[src/rtl/brg_xcel_pkg.sv]
// Shared types and load-tag helpers for the BRG accelerator master arbiter.
// The tag is {requester index, requester-local opaque bits}.
package brg_xcel_pkg;

    typedef enum logic {
        LOAD  = 1'b0,
        STORE = 1'b1
    } req_type_e;

    localparam int XCEL_ADDR_W = 32;
    localparam int XCEL_DATA_W = 32;
    localparam int XCEL_OPQ_W  = 9;
    localparam int TAG_MAX_W   = 32;

    // Request payload in the default tile configuration.
    typedef struct packed {
        req_type_e                  req_type;
        logic [XCEL_ADDR_W-1:0]     addr;
        logic [XCEL_DATA_W-1:0]     data;
        logic [XCEL_DATA_W/8-1:0]   mask;
        logic [XCEL_OPQ_W-1:0]      opq;
    } xcel_req_s;

    function automatic logic [TAG_MAX_W-1:0] tag_pack(
        input logic [TAG_MAX_W-1:0] id,
        input logic [TAG_MAX_W-1:0] opq,
        input int                   opq_w
    );
        return (id << opq_w) | opq;
    endfunction

    // Caller passes a tag zero-extended from load_id_width_p bits.
    function automatic logic [TAG_MAX_W-1:0] tag_id(
        input logic [TAG_MAX_W-1:0] tag,
        input int                   opq_w
    );
        return tag >> opq_w;
    endfunction

endpackage

[src/rtl/brg_xcel_master_arbiter_arb.sv]
// Round-robin arbiter with a priority pointer and an external grant lock.
// The pointer only advances on an accepted request.
module brg_rr_arb #(
    parameter int num_req_p = 4
) (
    input  logic                         clk,
    input  logic                         reset_n,
    input  logic [num_req_p-1:0]         eligible,
    input  logic                         lock_v,
    input  logic [$clog2(num_req_p)-1:0] lock_id,
    input  logic                         advance,
    output logic                         grant_v,
    output logic [$clog2(num_req_p)-1:0] grant_id,
    output logic [num_req_p-1:0]         grant_oh
);
    localparam int id_width_lp = $clog2(num_req_p);

    logic [id_width_lp-1:0] last_r;
    logic [id_width_lp-1:0] idx;
    logic [id_width_lp-1:0] pick;
    logic                   found;

    // num_req_p is a power of two, so the pointer wraps by plain truncation.
    always_comb begin
        found = 1'b0;
        pick  = '0;
        idx   = '0;
        for (int k = 1; k <= num_req_p; k++) begin
            idx = last_r + id_width_lp'(k);
            if (!found && eligible[idx]) begin
                found = 1'b1;
                pick  = idx;
            end
        end
        if (lock_v) begin
            found = 1'b1;
            pick  = lock_id;
        end
    end

    always_comb begin
        grant_v  = found;
        grant_id = pick;
        grant_oh = '0;
        if (found) begin
            grant_oh[pick] = 1'b1;
        end
    end

    always_ff @(posedge clk or negedge reset_n) begin
        if (!reset_n) begin
            last_r <= id_width_lp'(num_req_p - 1);
        end else if (advance) begin
            last_r <= pick;
        end
    end

endmodule

[src/rtl/brg_xcel_master_arbiter.sv]
// Shares one endpoint master port among accelerator requesters: round-robin
// request arbitration, tagged load routing, per-requester outstanding-load limit.
module brg_xcel_master_arbiter
    import brg_xcel_pkg::*;
#(
    parameter int num_req_p         = 4,
    parameter int data_width_p      = 32,
    parameter int addr_width_p      = 32,
    parameter int load_id_width_p   = 11,
    parameter int max_outstanding_p = 8
) (
    input  logic                                                  clk_i,
    input  logic                                                  reset_i,
    input  logic [num_req_p-1:0]                                  req_v_i,
    input  logic [num_req_p-1:0]                                  req_type_i,
    input  logic [num_req_p*addr_width_p-1:0]                     req_addr_i,
    input  logic [num_req_p*data_width_p-1:0]                     req_data_i,
    input  logic [num_req_p*(data_width_p/8)-1:0]                 req_mask_i,
    input  logic [num_req_p*(load_id_width_p-$clog2(num_req_p))-1:0] req_opq_i,
    output logic [num_req_p-1:0]                                  req_rdy_o,
    output logic                                                  out_v_o,
    output logic                                                  out_type_o,
    output logic [addr_width_p-1:0]                               out_addr_o,
    output logic [data_width_p-1:0]                               out_data_o,
    output logic [data_width_p/8-1:0]                             out_mask_o,
    output logic [load_id_width_p-1:0]                            out_opq_o,
    input  logic                                                  out_rdy_i,
    input  logic                                                  ret_v_i,
    input  logic [data_width_p-1:0]                               ret_data_i,
    input  logic [load_id_width_p-1:0]                            ret_opq_i,
    output logic [num_req_p-1:0]                                  ret_v_o,
    output logic [data_width_p-1:0]                               ret_data_o,
    output logic [load_id_width_p-$clog2(num_req_p)-1:0]          ret_opq_o,
    output logic                                                  err_o
);
    localparam int id_width_lp   = $clog2(num_req_p);
    localparam int opq_width_lp  = load_id_width_p - id_width_lp;
    localparam int cnt_width_lp  = $clog2(max_outstanding_p + 1);
    localparam int mask_width_lp = data_width_p / 8;
    localparam logic [cnt_width_lp-1:0] cnt_max_lp = cnt_width_lp'(max_outstanding_p);

    logic [num_req_p-1:0]    eligible;
    logic [num_req_p-1:0]    grant_oh;
    logic [id_width_lp-1:0]  grant_id;
    logic                    grant_v;
    logic                    hs;
    logic                    lock_v_r;
    logic [id_width_lp-1:0]  lock_id_r;
    logic [id_width_lp-1:0]  ret_id;
    logic                    resp_idle;
    logic                    err_r;
    logic [num_req_p-1:0]    cnt_inc;
    logic [num_req_p-1:0]    cnt_dec;
    logic [cnt_width_lp-1:0] cnt_r [num_req_p];

    always_comb begin
        eligible = '0;
        for (int r = 0; r < num_req_p; r++) begin
            eligible[r] = req_v_i[r] &&
                          ((req_type_e'(req_type_i[r]) == STORE) || (cnt_r[r] < cnt_max_lp));
        end
    end

    brg_rr_arb #(
        .num_req_p (num_req_p)
    ) u_arb (
        .clk      (clk_i),
        .reset_n  (reset_i),
        .eligible (eligible),
        .lock_v   (lock_v_r),
        .lock_id  (lock_id_r),
        .advance  (hs),
        .grant_v  (grant_v),
        .grant_id (grant_id),
        .grant_oh (grant_oh)
    );

    // Request path: purely combinational mux from the grantee, gated by reset.
    assign out_v_o    = grant_v & reset_i;
    assign hs         = out_v_o & out_rdy_i;
    assign req_rdy_o  = grant_oh & {num_req_p{out_rdy_i & reset_i}};
    assign out_type_o = req_type_i[grant_id];
    assign out_addr_o = req_addr_i[grant_id*addr_width_p +: addr_width_p];
    assign out_data_o = req_data_i[grant_id*data_width_p +: data_width_p];
    assign out_mask_o = req_mask_i[grant_id*mask_width_lp +: mask_width_lp];
    assign out_opq_o  = load_id_width_p'(tag_pack(TAG_MAX_W'(grant_id),
                            TAG_MAX_W'(req_opq_i[grant_id*opq_width_lp +: opq_width_lp]),
                            opq_width_lp));

    // Response path: route by the tag's index field, broadcast data.
    assign ret_id     = id_width_lp'(tag_id(TAG_MAX_W'(ret_opq_i), opq_width_lp));
    assign ret_data_o = ret_data_i;
    assign ret_opq_o  = ret_opq_i[opq_width_lp-1:0];
    assign resp_idle  = ret_v_i && (cnt_r[ret_id] == '0);
    assign err_o      = err_r;

    always_comb begin
        ret_v_o = '0;
        if (ret_v_i && reset_i) begin
            ret_v_o[ret_id] = 1'b1;
        end
    end

    always_comb begin
        cnt_inc = '0;
        cnt_dec = '0;
        for (int r = 0; r < num_req_p; r++) begin
            cnt_inc[r] = hs && (grant_id == id_width_lp'(r)) &&
                         (req_type_e'(out_type_o) == LOAD);
            cnt_dec[r] = ret_v_i && (ret_id == id_width_lp'(r)) && (cnt_r[r] != '0);
        end
    end

    // Increment and decrement in the same cycle cancel.
    always_ff @(posedge clk_i or negedge reset_i) begin
        if (!reset_i) begin
            for (int r = 0; r < num_req_p; r++) begin
                cnt_r[r] <= '0;
            end
        end else begin
            for (int r = 0; r < num_req_p; r++) begin
                if (cnt_inc[r] && !cnt_dec[r]) begin
                    cnt_r[r] <= cnt_r[r] + 1'b1;
                end else if (!cnt_inc[r] && cnt_dec[r]) begin
                    cnt_r[r] <= cnt_r[r] - 1'b1;
                end
            end
        end
    end

    always_ff @(posedge clk_i or negedge reset_i) begin
        if (!reset_i) begin
            lock_v_r  <= 1'b0;
            lock_id_r <= '0;
        end else if (out_v_o && !out_rdy_i) begin
            lock_v_r  <= 1'b1;
            lock_id_r <= grant_id;
        end else if (hs) begin
            lock_v_r  <= 1'b0;
        end
    end

    always_ff @(posedge clk_i or negedge reset_i) begin
        if (!reset_i) begin
            err_r <= 1'b0;
        end else if (resp_idle) begin
            err_r <= 1'b1;
        end
    end

endmodule

[config.mk]
export PLATFORM = sky130hd
export DESIGN_NAME = brg_xcel_master_arbiter
export DESIGN_NICKNAME = d
export VERILOG_FILES = /design/src/rtl/brg_xcel_pkg.sv /design/src/rtl/brg_xcel_master_arbiter_arb.sv /design/src/rtl/brg_xcel_master_arbiter.sv
export SDC_FILE = /design/constraint.sdc
export NUM_CORES = 1
export LEC_CHECK = 0
export ABC_AREA = 0
export BUFFER_PORTS_ARGS = -buffer_cell sky130_fd_sc_hd__buf_2
export CAP_MARGIN = 20
export CORE_AREA = 5 5 191 193
export DETAILED_ROUTE_END_ITERATION = 10
export DIE_AREA = 0 0 196 198
export PLACE_DENSITY_LB_ADDON = 0.25
export RECOVER_POWER = 25
export SLEW_MARGIN = 15
export SYNTH_ARGS = -nofsm -noshare
export SYNTH_HDL_FRONTEND = slang
export SYNTH_SLANG_ARGS = --single-unit
export TNS_END_PERCENT = 100
[constraint.sdc]
create_clock -name clk_i -period 4.1 [get_ports clk_i]
set_input_delay 0.82 -clock clk_i [delete_from_list [all_inputs] [get_ports clk_i]]
set_output_delay 0.82 -clock clk_i [all_outputs]
set_load 0.01 [all_outputs]
# Word-level counts from Yosys, hierarchy flattened
# Index checks and enable logic that the tools add are counted.
totals:
  register_bits: 22
  inputBits: 363
  output_inout_bits: 131
  word_cells: 153
classes:
  n_addsub: 11
  n_mul: 1
  n_lt_le_gt_ge: 13
  n_eq_ne: 6
  shift: 4
  n_mux: 39
  bitwise_logic: 7
  reduce_logical: 64
op_table:
  columns: ["op", "n"]
  rows:
  - ["$shiftx 128x8->32", 2]
  - ["$mux 4", 12]
  - ["$logic_and 1x1->1", 36]
  - ["$shiftx 36x7->9", 1]
  - ["$lt 2x3->1 const B", 6]
  - ["$add 4x1->4 const B", 4]
  - ["$lt 4x4->1 const B", 4]
  - ["$reduce_bool 4->1", 4]
  - ["$shiftx 16x5->4", 1]
  - ["$sub 4x1->4 const B", 4]
  - ["$mux 1", 14]
  - ["$logic_not 1->1", 12]
  - ["$or 11x9->11", 1]
  - ["$bmux 1 s2", 5]
  - ["$mux 2", 5]
  - ["$reduce_bool 2->1", 5]
  - ["$bmux 4 s2", 1]
  - ["$eq 2x2->1 const B", 4]
  - ["$mul 2x4->6 const B", 1]
  - ["$add 2x2->2 const B", 2]
  - ["$and 4x4->4", 1]
  - ["$demux 1 s2", 2]
  - ["$eq 2x1->1 const B", 2]
  - ["$ge 2x1->1 const B", 2]
  - ["8 further kinds", 14]

# Longest topological paths before layout
depth:
  ltp_word: 24
  depth_mapped: 16
  depth_no_buf: 15

# Modules after synthesis
# A second synthesis with hierarchy kept.
hier_totals:
  hier_cells: 326
  hier_area_um2: 3917.5
by_module_without_submodules:
  columns: ["module", "n_inst", "cells_each", "area_per_inst_um2", "seq_area_each_um2"]
  rows:
  - ["brg_xcel_master_arbiter", 1, 292, 3638.5, 500.5]
  - ["brg_rr_arb", 1, 34, 279.0, 52.6]

# Worst setup path before layout
# OpenSTA, ideal clock, no wires.
synth_path:
  path_type: "input to register"
  start: "in req_type_i[1]"
  end: "reg cnt_r[7] in the netlist's numbering"
  setup_ps: 125
  t_arrival_ps: 3430
  required_ps: 3975
  slack_ps: 545
  stages: 16
  n_path_buf: 2
  path_cell_list: "nand2b_1 > a22o_1 > or3_4 > o221ai_2 > buf_6 > buf_8 > inv_2 > nor4_1 > ha_1 > inv_1 > ha_1 > a21o_1 > a21oi_1 > xnor2_1 > nor2_1 > xor2_1"
synth_via:
  elab_chain_len: 22
  elab_cells_between_ends: 39
  cone_classes: "eq/ne (1); mux (21); bitwise (3); reduce/logical (14)"
synth_rtl:
  columns: ["element", "line", "text"]
  rows:
  - ["from (decl)", "brg_xcel_master_arbiter.sv:15", "input logic [num_req_p-1:0] req_type_i,"]
  - ["$logic_or 1x1->1", "brg_xcel_master_arbiter.sv:60", "((req_type_e'(req_type_i[r]) == STORE) || (cnt_r[r] < cnt_max_lp));"]
  - ["$logic_and 1x1->1", "brg_xcel_master_arbiter.sv:59", "eligible[r] = req_v_i[r] &&"]
  - ["$bmux 1 s2", "brg_xcel_master_arbiter_arb.sv:30", "if (!found && eligible[idx]) begin"]
  - ["$mux 1 (not written as such)", "brg_xcel_master_arbiter_arb.sv:30", null]
  - ["$mux 1", "brg_xcel_master_arbiter_arb.sv:30", null]
  - ["$logic_not 1->1", "brg_xcel_master_arbiter_arb.sv:30", null]
  - ["$logic_and 1x1->1", "brg_xcel_master_arbiter_arb.sv:30", null]
  - ["$mux 1", "brg_xcel_master_arbiter_arb.sv:30", null]
  - ["[... 6 more ...]", null, null]
  - ["$mux 2 or $mux 1 (tied branches)", "brg_xcel_master_arbiter_arb.sv:35", "if (lock_v) begin"]
  - ["$bmux 1 s2 or $and 1x1->1 (tied branches)", "brg_xcel_master_arbiter.sv:82, brg_xcel_master_arbiter.sv:79", null]
  - ["$mux 1 (not written as such) or $and 1x1->1 (tied branches)", "brg_xcel_master_arbiter.sv:82, brg_xcel_master_arbiter.sv:80", null]
  - ["$not 1->1 or $logic_and 1x1->1 (tied branches)", "brg_xcel_master_arbiter.sv:109, brg_xcel_master_arbiter.sv:108", null]
  - ["$logic_and 1x1->1 (*)", "brg_xcel_master_arbiter.sv:108", "cnt_inc[r] = hs && (grant_id == id_width_lp'(r)) &&"]
  - ["$logic_not 1->1", "brg_xcel_master_arbiter.sv:124", "end else if (!cnt_inc[r] && cnt_dec[r]) begin"]
  - ["$logic_and 1x1->1", "brg_xcel_master_arbiter.sv:124", null]
  - ["$reduce_bool 2->1 (no source line)", null, null]
  - ["to (signal, indexed assignment)", "brg_xcel_master_arbiter.sv:123", "cnt_r[r] <= cnt_r[r] + 1'b1;"]
  - ["to (signal, indexed assignment)", "brg_xcel_master_arbiter.sv:125", "cnt_r[r] <= cnt_r[r] - 1'b1;"]
  - ["to (decl)", "brg_xcel_master_arbiter.sv:54", "logic [cnt_width_lp-1:0] cnt_r [num_req_p];"]
# Mark *: on every way between the ends. The rest lies on a longest branch, timed or not. The select of a mux whose other input is x is not followed.
# A chain may end at the register's enable or synchronous reset.

# Worst setup path after layout
layout_path:
  start: "in req_type_i[1]"
  end: "out out_opq_o[7]"
layout_via:
  elab_chain_len: 18
  elab_cells_between_ends: 27
  cone_classes: "mul (1); shift (1); mux (16); bitwise (1); reduce/logical (8)"
layout_rtl:
  columns: ["element", "line", "text"]
  rows:
  - ["$logic_or 1x1->1 (*)", "brg_xcel_master_arbiter.sv:60", null]
  - ["$logic_and 1x1->1 (*)", "brg_xcel_master_arbiter.sv:59", null]
  - ["$bmux 1 s2", "brg_xcel_master_arbiter_arb.sv:30", null]
  - ["$mux 1 (not written as such)", "brg_xcel_master_arbiter_arb.sv:30", null]
  - ["$mux 1", "brg_xcel_master_arbiter_arb.sv:30", null]
  - ["$logic_not 1->1", "brg_xcel_master_arbiter_arb.sv:30", null]
  - ["$logic_and 1x1->1", "brg_xcel_master_arbiter_arb.sv:30", null]
  - ["$mux 1", "brg_xcel_master_arbiter_arb.sv:30", null]
  - ["[... 2 more ...]", null, null]
  - ["$mux 1", "brg_xcel_master_arbiter_arb.sv:30", null]
  - ["$logic_not 1->1", "brg_xcel_master_arbiter_arb.sv:30", null]
  - ["$logic_and 1x1->1", "brg_xcel_master_arbiter_arb.sv:30", null]
  - ["$mux 2 (*)", "brg_xcel_master_arbiter_arb.sv:30", null]
  - ["$mux 2 (*)", "brg_xcel_master_arbiter_arb.sv:35", null]
  - ["$mul 2x4->6 (*)", "brg_xcel_master_arbiter.sv:87", "TAG_MAX_W'(req_opq_i[grant_id*opq_width_lp +: opq_width_lp]),"]
  - ["$shiftx 36x7->9 (*)", "brg_xcel_master_arbiter.sv:87", null]
  - ["$or 11x9->11 (*)", "brg_xcel_pkg.sv:29", "return (id << opq_w) | opq;"]
  - ["to (decl)", "brg_xcel_master_arbiter.sv:26", "output logic [load_id_width_p-1:0] out_opq_o,"]
# Marked as above.

==> results.toml <==
[global_route]
antenna_found_initial = 2
grt_overflow_total = 0
grt_util_all_layers_pct = 8.796
grt_first_pass_wirelength_microns = 27660
grt_max_degree = 52
grt_pass1_vias = 4958

[place]
dp.cells = 1264
place_hpwl_microns = 16910
place.gp.congestion = 0.8406
port_buffers = 411
placedInstanceArea_sq_mm = 0.006649
pre_cts_ws_ns = 0.1853

[route]
wl_per_cell_microns = 15.04
dr.pass1.iters = 4
drt_wl_total_microns = 19070
drc = 0
vias = 4722
viasPerCell = 3.724
drtAntennaViolNets = 0
drt-initial-drc-count = 69

[timing]
finClkSkew_ns = 0.001969
fmax_mhz = 253.9
rsz0062_at_grt = "false"
setup_viol = 0
worst_hold_slack_ns = 0.4568
fin_ws_ns = 0.1617
finalCritPeriodShare_pct = 96.06
fin_crit_ns = 3.938
finalSetupTns_ns = 0
hold_viol_final = 0
tightest_slew_ns = 1.330
slew_violations = 0
maxSlewHeadroom_pct = 11.31

[floorplan]
die_h_microns = 198
die_area_sq_mm = 0.03881
ios = 494
die_width_microns = 196
core.rowCount = 68
core_area_sq_mm = 0.03437
initial_utilization_pct = 12.64

[clock_tree]
post_cts.repair.setup_buffers = 0
cts_resized = 0
cts.reportedPaths.clkPinSlew_ns = 0.06
htreeDepth = 1
clock_sinks = 22
holdBufCountCts = 0
cts_made_buffers = 3
clock_latency_ns = 0.25
clockBufferDepth = 2
ctsRootBufferMaster = "clkbuf_16"
cts_tree = "done"

[pwr]
irDropWorstVdd_uv = 234.7
p_total_mw = 3.887
p_per_area_mw_per_mm2 = 576.1
power_leakage_nw = 3.671

[setup_path]
crit_type = "in -> out"
r2r_end = "cnt_r[7]"
arrival_ns = 3.12
cp_max_fo = 34
cp_slowest_stage_delay_ns = 0.40
setup.worst_path.start_class = "input pin"
path_cells = "buf_2 > nand2b_1 > a22o_1 > or3_4 > o221ai_4 > buf_12 > buf_12 > mux2i_1 > mux2i_1 > buf_2"
critPathCaptureType = "output pin"
reg2reg_depth = 14
slowest_stage = "or3_4"
r2r_start = "cnt_r[11]"
rrSetupSlack_ns = 0.90
required_ns = 3.28

[worst_hold_path]
worst_hold_path_type = "reg -> reg"
hold_end = "err_o"
hold_depth = 1
min_from = "err_o"

[finish]
instances_no_fill = 1268
fin_util_pct = 19.63
mostFrequentLayoutCell = "buf_2"
final_cell_mix = "buf_2, mux2i_1, dfrtp_1"
syn_to_final_growth_pct = 55.28
post-route-cell-area_sq_mm = 0.006748
drive_gt1_share_pct = 53.75
final_nets = 1193
num_antenna_cells = 0

[yosys]
syn_area_sq_mm = 0.004345
synth_cell_types = 40
synth_seq_area_share_pct = 12.73
syn_nets = 833
synth_cells = 454
synth.avg_cell_area_sq_um = 9.571
synth-seq-cells = 22
ys_warn_count = 0

[run]
drv_cap = 0

[run_status]
status = "finished, final reports clean"
[cells in the mapped netlist]
cell type  number  area share, %
o21ai_0         4           0.46
buf_6           9            2.3
o22a_1          1           0.20
o311ai_1        1           0.20
a221oi_1        1           0.20
o31ai_1         1           0.17
buf_8           1           0.35
a211oi_1        1           0.17
mux2_2          5            1.3
clkbuf_1        1          0.086
dfrtp_1        20             12
ha_1           12            3.5
xnor2_1        12            2.4
a21o_1          5           0.86
a22o_1          1           0.20
a21oi_1         4           0.46
or3_4           1           0.26
mux2i_1       234             54
fa_1            4            1.8
o22ai_1         1           0.14
xor2_1          4           0.81
nand2b_1        7            1.0
nor3_1          6           0.69
nor4_1          9            1.3
a31oi_1         1           0.14
buf_2          15            1.7
o21ai_1         3           0.35
mux2_1          1           0.26
o221ai_2        1           0.35
buf_4          43            7.4
inv_2           2           0.17
nor2b_1         1           0.14
inv_1          10           0.86
a32o_1          1           0.23
o2bb2ai_1       1           0.20
dfstp_2         2            1.2
nand2_1        14            1.2
nor2_1         12            1.0
a221o_1         1           0.23
nand3_1         1           0.12
[power breakdown]
group	switching [mW]	internal, mW
Clock	0.0785	0.194
Combinational	1.62	1.55
Sequential	0.123	0.323
[critical path, delay by kind of cell]
| family | cells | cell delay, ns |
|---|---|---|
| simple gates | 2 | 0.57 |
| mux | 2 | 0.38 |
| buf+inv | 4 | 0.86 |
| compound gates | 2 | 0.40 |
[state kept, by name (all words and copies together), names as in the netlist]
register,cells
err_o,1
cnt_r,16
lock_v_r,1
lock_id_r,2
u_arb.last_r,2
[layer usage]
metal,global-route usage [%],share of wire (%)
met1,10.20,38
met4,0.8275,0.39
met3,2.688,9.2
met5,0,0.14
met2,16.51,53
[how the worst max path moves through the flow]
stage                        from           end  slack [ns]  depth (start not counted)
floorplan           req_type_i[1]      cnt_r[7]        0.55                         16
global placement    req_type_i[1]  out_opq_o[7]        0.23                         10
detailed placement  req_type_i[1]  out_opq_o[7]        0.19                         10
CTS                 req_type_i[1]  out_opq_o[7]        0.18                         10
global route        req_type_i[1]  out_opq_o[7]        0.08                         10
finish              req_type_i[1]  out_opq_o[7]        0.16                         10
[cell type report]
| class | instances | area (sq um) |
|---|---|---|
| Clock buffer | 3 | 75.07 |
| Clock inverter | 1 | 30.03 |
| Fill cell | 3888 | 27630 |
| Inverter | 12 | 45.04 |
| Multi-Input combinational cell | 351 | 3252 |
| Sequential cell | 22 | 553.0 |
| Tap cell | 455 | 569.3 |
| Timing Repair Buffer | 424 | 2223 |
[logic make-up after synthesis]
kind of cell / after synthesis / share of synthesized area (%)
AND/OR/NAND/NOR: 51 / 5.758
XOR/XNOR: 16 / 3.225
adder cells (fa/ha/maj): 16 / 5.298
buffers and inverters: 81 / 12.96
flip-flops: 22 / 12.73
AO/OA/AOI/OAI: 28 / 4.579
multiplexers: 240 / 55.46
Note: power is estimated with default switching activity, not from simulation.
